## src/rtl/dmem_pkg.sv

```systemverilog
// Shared types and constants for the data-memory responder: run-monitor
// states, MMIO window layout, status bit positions and status write codes.
package dmem_pkg;

  typedef enum logic [1:0] {
    ST_RUN  = 2'd0,
    ST_PASS = 2'd1,
    ST_FAIL = 2'd2
  } state_e;

  // Byte offsets of the three MMIO words relative to MMIO_BASE.
  localparam logic [31:0] OFF_STATUS = 32'd0;
  localparam logic [31:0] OFF_CYCLES = 32'd4;
  localparam logic [31:0] OFF_STORES = 32'd8;
  localparam logic [31:0] MMIO_BYTES = 32'd12;

  // Bit positions inside the status word.
  localparam int BIT_DONE = 0;
  localparam int BIT_PASS = 1;
  localparam int BIT_FAIL = 2;

  // Values a program stores to the status word to end the run.
  localparam logic [31:0] CODE_PASS = 32'd1;
  localparam logic [31:0] CODE_FAIL = 32'd2;

  // Status word as seen by a load of MMIO_BASE+0.
  function automatic logic [31:0] status_word(input state_e s);
    logic [31:0] w;
    w           = '0;
    w[BIT_DONE] = (s != ST_RUN);
    w[BIT_PASS] = (s == ST_PASS);
    w[BIT_FAIL] = (s == ST_FAIL);
    return w;
  endfunction

endpackage

```

## src/rtl/dmem_ram.sv

```systemverilog
// Word RAM with asynchronous read and synchronous write.
module dmem_ram
  import dmem_pkg::*;
#(
  parameter int DEPTH = 64,
  parameter int AW    = $clog2(DEPTH)
) (
  input  logic          clk,
  input  logic          we,
  input  logic [AW-1:0] waddr,
  input  logic [31:0]   wdata,
  input  logic [AW-1:0] raddr,
  output logic [31:0]   rdata
);

  logic [31:0] mem_q [DEPTH];

  // Store one word per enabled clock edge.
  // NOTE: the array has no reset; clearing DEPTH words would need a reset
  // fan-out to every cell and forbid mapping onto RAM primitives.
  always_ff @(posedge clk) begin
    if (we) begin
      mem_q[waddr] <= wdata;
    end
  end

  // Read path is combinational, so a same-cycle store is seen only next cycle.
  assign rdata = mem_q[raddr];

endmodule

```

## src/rtl/dmem_responder.sv

```systemverilog
// Memory-side end of the single-cycle MIPS data port: word RAM, a three-word
// MMIO status/counter window and a run monitor that classifies the program
// outcome as PASS or FAIL.
module dmem_responder
  import dmem_pkg::*;
#(
  parameter int          DEPTH         = 64,
  parameter logic [31:0] MMIO_BASE     = 32'hFFFF_0000,
  parameter logic [31:0] SENTINEL_ADDR = 32'd84,
  parameter logic [31:0] SENTINEL_DATA = 32'd7,
  parameter logic [31:0] TIMEOUT       = 32'd10000
) (
  input  logic        clk,
  input  logic        rst,
  input  logic        memwrite,
  input  logic [31:0] dataadr,
  input  logic [31:0] writedata,
  output logic [31:0] readdata,
  output logic        done,
  output logic        pass,
  output logic        fail,
  output logic [31:0] err_addr
);

  localparam int          AW        = $clog2(DEPTH);
  localparam logic [31:0] RAM_BYTES = 32'(4 * DEPTH);

  state_e      state_q,     state_d;
  logic [31:0] cycle_cnt_q, cycle_cnt_d;
  logic [31:0] store_cnt_q, store_cnt_d;
  logic [31:0] err_addr_q,  err_addr_d;

  logic          misaligned;
  logic          ram_hit;
  logic          mmio_hit;
  logic          unmapped;
  logic [31:0]   mmio_off;
  logic [AW-1:0] word_idx;
  logic          ram_we;
  logic [31:0]   ram_rdata;

  // Address decode. The MMIO test is written as base <= addr and an offset
  // bound so a window near the top of the address space cannot wrap.
  assign misaligned = |dataadr[1:0];
  assign ram_hit    = (dataadr < RAM_BYTES);
  assign mmio_off   = dataadr - MMIO_BASE;
  assign mmio_hit   = (dataadr >= MMIO_BASE) && (mmio_off < MMIO_BYTES) && !misaligned;
  assign unmapped   = !ram_hit && !mmio_hit;
  assign word_idx   = dataadr[AW+1:2];

  // RAM keeps accepting stores after the run ends; a store coincident with
  // reset is dropped.
  assign ram_we = memwrite && ram_hit && !misaligned && !rst;

  dmem_ram #(
    .DEPTH (DEPTH),
    .AW    (AW)
  ) u_ram (
    .clk   (clk),
    .we    (ram_we),
    .waddr (word_idx),
    .wdata (writedata),
    .raddr (word_idx),
    .rdata (ram_rdata)
  );

  // Load mux: RAM word, MMIO register, or zero for anything else.
  always_comb begin
    readdata = '0;
    if (!misaligned) begin
      if (ram_hit) begin
        readdata = ram_rdata;
      end else if (mmio_hit) begin
        case (mmio_off)
          OFF_STATUS: readdata = status_word(state_q);
          OFF_CYCLES: readdata = cycle_cnt_q;
          OFF_STORES: readdata = store_cnt_q;
          default:    readdata = '0;
        endcase
      end
    end
  end

  // Run-monitor next state, counters and error address; PASS/FAIL absorb.
  // NOTE: every variable gets its hold value first so no path through the
  // branches leaves one unassigned, which would infer a latch.
  always_comb begin
    state_d     = state_q;
    cycle_cnt_d = cycle_cnt_q;
    store_cnt_d = store_cnt_q;
    err_addr_d  = err_addr_q;
    if (state_q == ST_RUN) begin
      cycle_cnt_d = cycle_cnt_q + 32'd1;
      store_cnt_d = store_cnt_q + 32'(memwrite);
      if (memwrite && misaligned) begin
        state_d    = ST_FAIL;
        err_addr_d = dataadr;
      end else if (memwrite && (dataadr == SENTINEL_ADDR)) begin
        if (writedata == SENTINEL_DATA) begin
          state_d = ST_PASS;
        end else begin
          state_d    = ST_FAIL;
          err_addr_d = dataadr;
        end
      end else if (memwrite && mmio_hit && (mmio_off == OFF_STATUS) &&
                   (writedata == CODE_PASS)) begin
        state_d = ST_PASS;
      end else if (memwrite && mmio_hit && (mmio_off == OFF_STATUS) &&
                   (writedata == CODE_FAIL)) begin
        state_d    = ST_FAIL;
        err_addr_d = dataadr;
      end else if (memwrite && unmapped) begin
        state_d    = ST_FAIL;
        err_addr_d = dataadr;
      end else if (cycle_cnt_q == TIMEOUT - 32'd1) begin
        state_d = ST_FAIL;
      end
    end
  end

  // State register with synchronous reset.
  // NOTE: non-blocking assignments here so every register samples the
  // pre-edge values regardless of statement order.
  always_ff @(posedge clk) begin
    if (rst) begin
      state_q     <= ST_RUN;
      cycle_cnt_q <= '0;
      store_cnt_q <= '0;
      err_addr_q  <= '0;
    end else begin
      state_q     <= state_d;
      cycle_cnt_q <= cycle_cnt_d;
      store_cnt_q <= store_cnt_d;
      err_addr_q  <= err_addr_d;
    end
  end

  assign done     = (state_q != ST_RUN);
  assign pass     = (state_q == ST_PASS);
  assign fail     = (state_q == ST_FAIL);
  assign err_addr = err_addr_q;

endmodule

```

## config.mk

```make
export PLATFORM = sky130hd
export DESIGN_NAME = dmem_responder
export DESIGN_NICKNAME = d
export VERILOG_FILES = /design/src/rtl/dmem_pkg.sv /design/src/rtl/dmem_ram.sv /design/src/rtl/dmem_responder.sv
export SDC_FILE = /design/constraint.sdc
export NUM_CORES = 2
export LEC_CHECK = 0
export BUFFER_PORTS_ARGS = -buffer_cell sky130_fd_sc_hd__buf_2
export CAP_MARGIN = 5
export CORE_ASPECT_RATIO = 0.5
export CORE_MARGIN = 5
export CORE_UTILIZATION = 40
export CTS_BUF_LIST = sky130_fd_sc_hd__clkbuf_2 sky130_fd_sc_hd__clkbuf_4 sky130_fd_sc_hd__clkbuf_8
export CTS_CLUSTER_DIAMETER = 80
export DETAILED_ROUTE_END_ITERATION = 6
export HOLD_SLACK_MARGIN = 0.05
export PLACE_DENSITY = 0.59
export SETUP_SLACK_MARGIN = 0.02
export SLEW_MARGIN = 20
export SYNTH_ARGS = -nofsm -noshare
export SYNTH_HDL_FRONTEND = slang
export SYNTH_SLANG_ARGS = --single-unit
```

## constraint.sdc

```tcl
create_clock -name clk -period 6 [get_ports clk]
set_input_delay 0.9 -clock clk [delete_from_list [all_inputs] [get_ports clk]]
set_output_delay 0.9 -clock clk [all_outputs]
set_load 0.005 [all_outputs]
```

Yosys cells after proc, flatten, opt, wreduce, memory -nomap -nowiden

Memory sizes are Yosys's and may differ from the RTL's.
Cells that the tools add are included.

Add/sub/neg operators: 3
Equality and inequality tests: 11
Mux-type cells: 19
Reductions and logical operators: 25
Magnitude comparators: 3

Operator list:

| operator                                                  | count |
|---|---|
| two-way mux 32 bit                                        | 9 |
| one-hot mux 32 bit (3 select lines)                       | 1 |
| == test 32 x 3 -> 1 bit, second input constant            | 2 |
| adder 32 x 1 -> 32 bit                                    | 1 |
| adder 32 x 1 -> 32 bit, second input constant             | 1 |
| == test 32 x 1 -> 1 bit, second input constant            | 1 |
| == test 32 x 14 -> 1 bit, second input constant           | 1 |
| == test 32 x 2 -> 1 bit, second input constant            | 1 |
| == test 32 x 4 -> 1 bit, second input constant            | 1 |
| == test 32 x 7 -> 1 bit, second input constant            | 1 |
| greater-or-equal comparator 32 bit, second input constant | 1 |
| zero test 32 bit                                          | 1 |
| < comparator 32 x 4 -> 1 bit, second input constant       | 1 |
| < comparator 32 x 9 -> 1 bit, second input constant       | 1 |
| subtractor 32 bit, second input constant                  | 1 |
| two-way mux 2 bit                                         | 7 |
| logical AND 1 bit                                         | 13 |
| inequality test 3 bit, second input constant              | 2 |
| nonzero test 6 bit                                        | 1 |
| zero test 1 bit                                           | 4 |
| AND reduction 4 bit                                       | 1 |
| nonzero test 4 bit                                        | 1 |
| == test 2 x 1 -> 1 bit, second input constant             | 1 |
| == test 2 bit, second input constant                      | 1 |
| other kinds (5)                                           | 6 |

Logic and storage cells: 66
Memories kept: 1
RAM bits: 2048
Input bits: 67
Register bits: 98
Output and inout bits: 67

Memory list:

| name        | depth | width | rd ports | clocked after memory_dff | write ports | RTL line       | source |
|---|---|---|---|---|---|---|---|
| u_ram.mem_q | 64    | 32    | 1        | 0                        | 1           | dmem_ram.sv:16 | `logic [31:0] mem_q [DEPTH];` |

Longest topological paths before layout

Depth in word-level cells: 12
Mapped depth: 11
Depth with buffers taken out: 8

Hierarchy

Synthesis repeated with hierarchy kept, for this count alone.

Cell total of the unflattened synthesis: 3912
Area, all modules: 82985.8 sq um

By module, submodules not included:

| module         | area each (sq um) | seq. area each (sq um) | cells an instance | times used |
|---|---|---|---|---|
| dmem_ram       | 77874.7           | 61499.0                | 3292              | 1 |
| dmem_responder | 5111.2            | 1961.9                 | 620               | 1 |

Worst setup path after synthesis

No wires, ideal clock.

Kind: input-to-reg
From: in dataadr[12]
To: mem u_ram.mem_q[48][0], enable pin
Library setup time: 0.502 ns
Buffers on the path: 1
Setup slack: 0.148 ns
Cell stages on the path: 6
Required time: 5.498 ns
Data arrival time: 5.350 ns
Cells stage by stage: nor4_2 -> nand3_1 -> or2_1 -> buf_2 -> or3_1 -> nor4_1

Word-level cells in the longest chain between the ends: 6

RTL lines:

| item                                    | RTL line             | source |
|---|---|---|
| start, declared                         | dmem_responder.sv:16 | `input logic [31:0] dataadr,` |
| < comparator 32 x 9 -> 1 bit            | dmem_responder.sv:45 | `assign ram_hit = (dataadr < RAM_BYTES);` |
| logical AND 1 bit (3 in series)         | dmem_responder.sv:53 | `assign ram_we = memwrite && ram_hit && !misaligned && !rst;` |
| two-way mux 1 bit                       | dmem_ram.sv:22       | `if (we) begin` |
| two-way mux 1 bit (not written as such) | dmem_ram.sv:23       | `mem_q[waddr] <= wdata;` |
| end, declared                           | dmem_ram.sv:16       |  |

Every way passes these cells.

Worst setup path after layout

From: in dataadr[5]
To: out readdata[25]

Word-level cells in the longest chain between the ends: 7
Elaborated cells between the ends (all ways): 14
Those cells by class: 1 x add/sub; 3 x order compare; 2 x eq/ne; 4 x mux; 3 x reduce/logical; 1 x memory

RTL lines:

| item                            | RTL line             | source |
|---|---|---|
| subtractor 32 bit               | dmem_responder.sv:46 | `assign mmio_off = dataadr - MMIO_BASE;` |
| < comparator 32 x 4 -> 1 bit    | dmem_responder.sv:47 | `assign mmio_hit = (dataadr >= MMIO_BASE) && (mmio_off < MMIO_BYTES) && !misaligned;` |
| logical AND 1 bit (2 in series) | dmem_responder.sv:47 |  |
| two-way mux 32 bit              | dmem_responder.sv:73 | `end else if (mmio_hit) begin` |
| two-way mux 32 bit *            | dmem_responder.sv:71 | `if (ram_hit) begin` |
| two-way mux 32 bit *            | dmem_responder.sv:70 | `if (!misaligned) begin` |
| end, declared                   | dmem_responder.sv:18 | `output logic [31:0] readdata,` |

Mark *: on every way between the ends. The rest lies on a longest branch, timed or not.

==> reports/results.ini <==
[sta]
finalSetupViolations=0
worst_slew_pin_slew_ns=1.21
clock.fmax_mhz=177
timing.clock.skew_ns=0.0369
final.min_clock_period_ns=5.65
min_period_over_period_pct=94.2
rsz_0062_raised_after_global_routing=no
finalHoldViolCount=0
slew_headroom_pct=19.4
number_of_pins_with_negative_max_slew_slack_in_the_final_report=0
timing.setup.tns_ns=0

[worst_setup_path]
critPathMaxStageDelay_ns=0.80
regToRegEndpoint=cycle_cnt_q[25]$_SDFFE_PP0P_
setup_crit_start_kind=input port
cp_cell_sequence=buf_6 -> clkinv_2 -> buf_4 -> nand2_1 -> o22ai_1 -> nor3_1 -> o221ai_1 -> o21ai_1 -> buf_2
worst-endpoint-arrival_ns=4.75
reg2regPathDepth=6
cp_slowest_cell=sky130_fd_sc_hd__nor3_1
worstPathRequired_ns=5.10
worstSetupEndpointType=output pin
worst-path-max-fanout=28
regToRegStartpoint=state_q[0]$_SDFFE_PP0P_
ff2ff_setup_slack_ns=2.70
criticalPathCategory=input port to output pin

[job]
drv_cap=0

[clock_tree]
cts_setup_buffers=0
cts_resized=0
cts.htree.levels=5
tritoncts=yes
cts_sinks=2146
clockRootBuffer=sky130_fd_sc_hd__clkbuf_8
clk_pin_slew_worst_paths_ns=0.07
clockBufferDepth=4
postCtsHoldBufs=0
insertion_delay_ns=0.92
cts-buffers-inserted=319

[routing]
post_drt_wl_per_cell_microns=31.9
detailedRoute.firstIterationViolations=5894
antenna_violating_nets_left=0
post-route-drc-count=0
vias=44100
drtPass1Iterations=5
route.final.wire_length_mm=239
detail_route.vias_per_cell=5.89

[cells_and_area]
layout-area-overhead-vs-synth_pct=13.8
utilization_pct=46.0
ratio_of_cells_with_drive_above_1_in_the_final_layout_pct=32.2
final_cells=7493
n_fill_cell=17400
nets=4561

[global_route]
maximum_number_of_pins_on_one_net_before_global_route_repair=116
first_global_vias=44000
first_pass_grt_wire_length_mm=335
groute.usage.overall_pct=21.3
initial_antenna_violation_count=24
grt_remaining_overflow=0

[logic_synthesis]
synth_enable_flop_cells=2048
netlist_instances=4015
synth.ff_latch_count=2146
mappedNetlistArea_sq_um=84000
yosysWarningCount=0
sequential_fraction_of_the_synthesis_area_pct=75.6
postSynthNetCount=4085
synth-main-ff-cell=sky130_fd_sc_hd__edfxtp_1
syn_avg_cell_area_sq_um=20.9
fraction_of_registers_with_async_set_reset_pct=0
post_synth_num_cell_types=68

[die]
dieWidth_microns=658
fp.coreArea_sq_um=208000
core.rowCount=118
die_y_microns=334
area_of_the_die_sq_um=220000
initial_utilization_pct=40.4
ioPinCount=134

[status]
run_status=completed

[min_path]
holdPathEnd=u_ram.mem_q[32][14]$_DFFE_PP_
hold_path.startpoint=writedata[14]
class_of_the_tightest_hold_or_removal_check=input port to register
whs_path_depth=1

[power]
peakVddDrop_mv=0.139
power.leakage_nw=30.0
power_per_cell_area_nw_per_um2=307

[place]
dpl.hpwl_mm=141
routabilityCongestion=0.884
dpl.cell_count=6929
portBuffers=133

[area by class of cell]
| type | instances | area (sq um) | share of cell area [%] |
|---|---|---|---|
| clock buffers | 430 | 5270 | 5.51 |
| well taps | 2760 | 3450 | 3.61 |
| flip-flops and latches | 2146 | 63500 | 66.4 |
| multi-input cells | 1631 | 19600 | 20.5 |
| repair buffers | 383 | 3010 | 3.15 |
| diodes | 4 | 10.0 | 0.0105 |
| inverters | 10 | 43.8 | 0.0458 |
| clock inverters | 129 | 668 | 0.699 |
[worst max path at each step]
stage	depth (start not counted)	end	slack, ns	start
2_1_floorplan	6	u_ram.mem_q[48][0]$_DFFE_PP_	0.15	dataadr[12]
3_3_place_gp	7	readdata[31]	0.28	dataadr[3]
3_5_place_dp	10	readdata[25]	0.48	dataadr[3]
4_1_cts	10	readdata[25]	0.46	dataadr[3]
5_1_grt	10	readdata[25]	0.32	dataadr[3]
6_report	9	readdata[25]	0.35	dataadr[5]
[through the flow]
stage | power (W) | setup slack [ns] | instance area (sq um) | hold WS, ns
3_5_place_dp | 0.0182 | 0.478 | 89600 | 0.460
2_1_floorplan | 0.0175 | 0.148 | 84000 | 0.453
3_3_place_gp | 0.0182 | 0.285 | 89600 | 0.458
6_report | 0.0293 | 0.347 | 95500 | 0.286
4_1_cts | 0.0295 | 0.457 | 95500 | 0.200
5_1_grt | 0.0303 | 0.316 | 95500 | 0.228
[Yosys cell counts, types with 27 or more instances]
cell type / count / share of area, %
sky130_fd_sc_hd__clkbuf_1: 84 / 0.38
sky130_fd_sc_hd__a22oi_1: 29 / 0.26
sky130_fd_sc_hd__xor2_1: 33 / 0.34
sky130_fd_sc_hd__nand4_1: 35 / 0.26
sky130_fd_sc_hd__mux4_2: 542 / 15
sky130_fd_sc_hd__nand2b_1: 68 / 0.51
sky130_fd_sc_hd__a31oi_1: 39 / 0.29
sky130_fd_sc_hd__buf_4: 38 / 0.34
sky130_fd_sc_hd__a211oi_1: 65 / 0.58
sky130_fd_sc_hd__o22ai_1: 28 / 0.21
sky130_fd_sc_hd__nor2b_1: 53 / 0.39
sky130_fd_sc_hd__buf_2: 64 / 0.38
sky130_fd_sc_hd__nand2_1: 168 / 0.75
sky130_fd_sc_hd__edfxtp_1: 2048 / 73
sky130_fd_sc_hd__nor2_1: 135 / 0.60
sky130_fd_sc_hd__nand3_1: 32 / 0.19
sky130_fd_sc_hd__o21ai_0: 30 / 0.18
sky130_fd_sc_hd__dfxtp_1: 98 / 2.3
sky130_fd_sc_hd__nor3_1: 27 / 0.16
sky130_fd_sc_hd__mux2i_1: 94 / 1.1
sky130_fd_sc_hd__mux2_2: 38 / 0.51
[kinds of logic after synthesis]
logic type      after synthesis  synth area share, %
mux                         674                 16.2
flops                      2146                 75.6
buf+inv                     238                 1.62
compound gates              282                 2.28
xor+xnor                     54                0.563
simple gates                618                 3.72
fa+ha+maj                     3               0.0447
[per-layer routing]
layer / share of wire [%] / vias to the layer above / global-route usage, %
met4: 2.8 / 2 / 5.95
li1: - / 17700 / -
met3: 10 / 386 / 5.18
met2: 45 / 2269 / 32.1
met1: 42 / 23800 / 31.1
met5: 0.0054 / - / 0
[cell usage in the layout, fill, tap and decap left out, drive strengths merged, types with 4 or more instances in the layout]
cell,n
o22ai,28
o21ai,48
or2,4
nand4,36
nor2,135
mux2i,94
nor4,28
and2,14
nor3,29
o211ai,4
clkbuf,430
buf,383
nor2b,53
nand2,169
edfxtp,2048
nand3,32
a211oi,66
diode,4
a32oi,4
o31ai,6
and4,5
mux4,542
inv,15
xor2,33
mux2,38
xnor2,21
nand2b,68
a311o,4
a21oi,26
o221ai,11
clkinvlp,12
and3,20
dfxtp,98
a31oi,39
clkinv,109
a22oi,29
a2111oi,6
or3,13
[state kept, by name (all words and copies together), names as in the netlist]
register,count
cycle_cnt_q,32
store_cnt_q,32
err_addr,32
u_ram.mem_q,2048
state_q,2
[report_power, final]
part	internal, W	total [W]	switching (W)	leakage, nW
logic	0.000542	0.00151	0.000963	7.71
clock network	0.00583	0.0114	0.00558	3.12
registers	0.0164	0.0164	0.0000125	19.2
[critical path, delay by kind of cell]
family / cells / cell delay (ns)
buffers and inverters: 4 / 1.27
and+or+nand+nor: 2 / 1.38
AOI/OAI and AO/OA: 3 / 1.15
No activity file was read; power rests on OpenSTA's default activity.
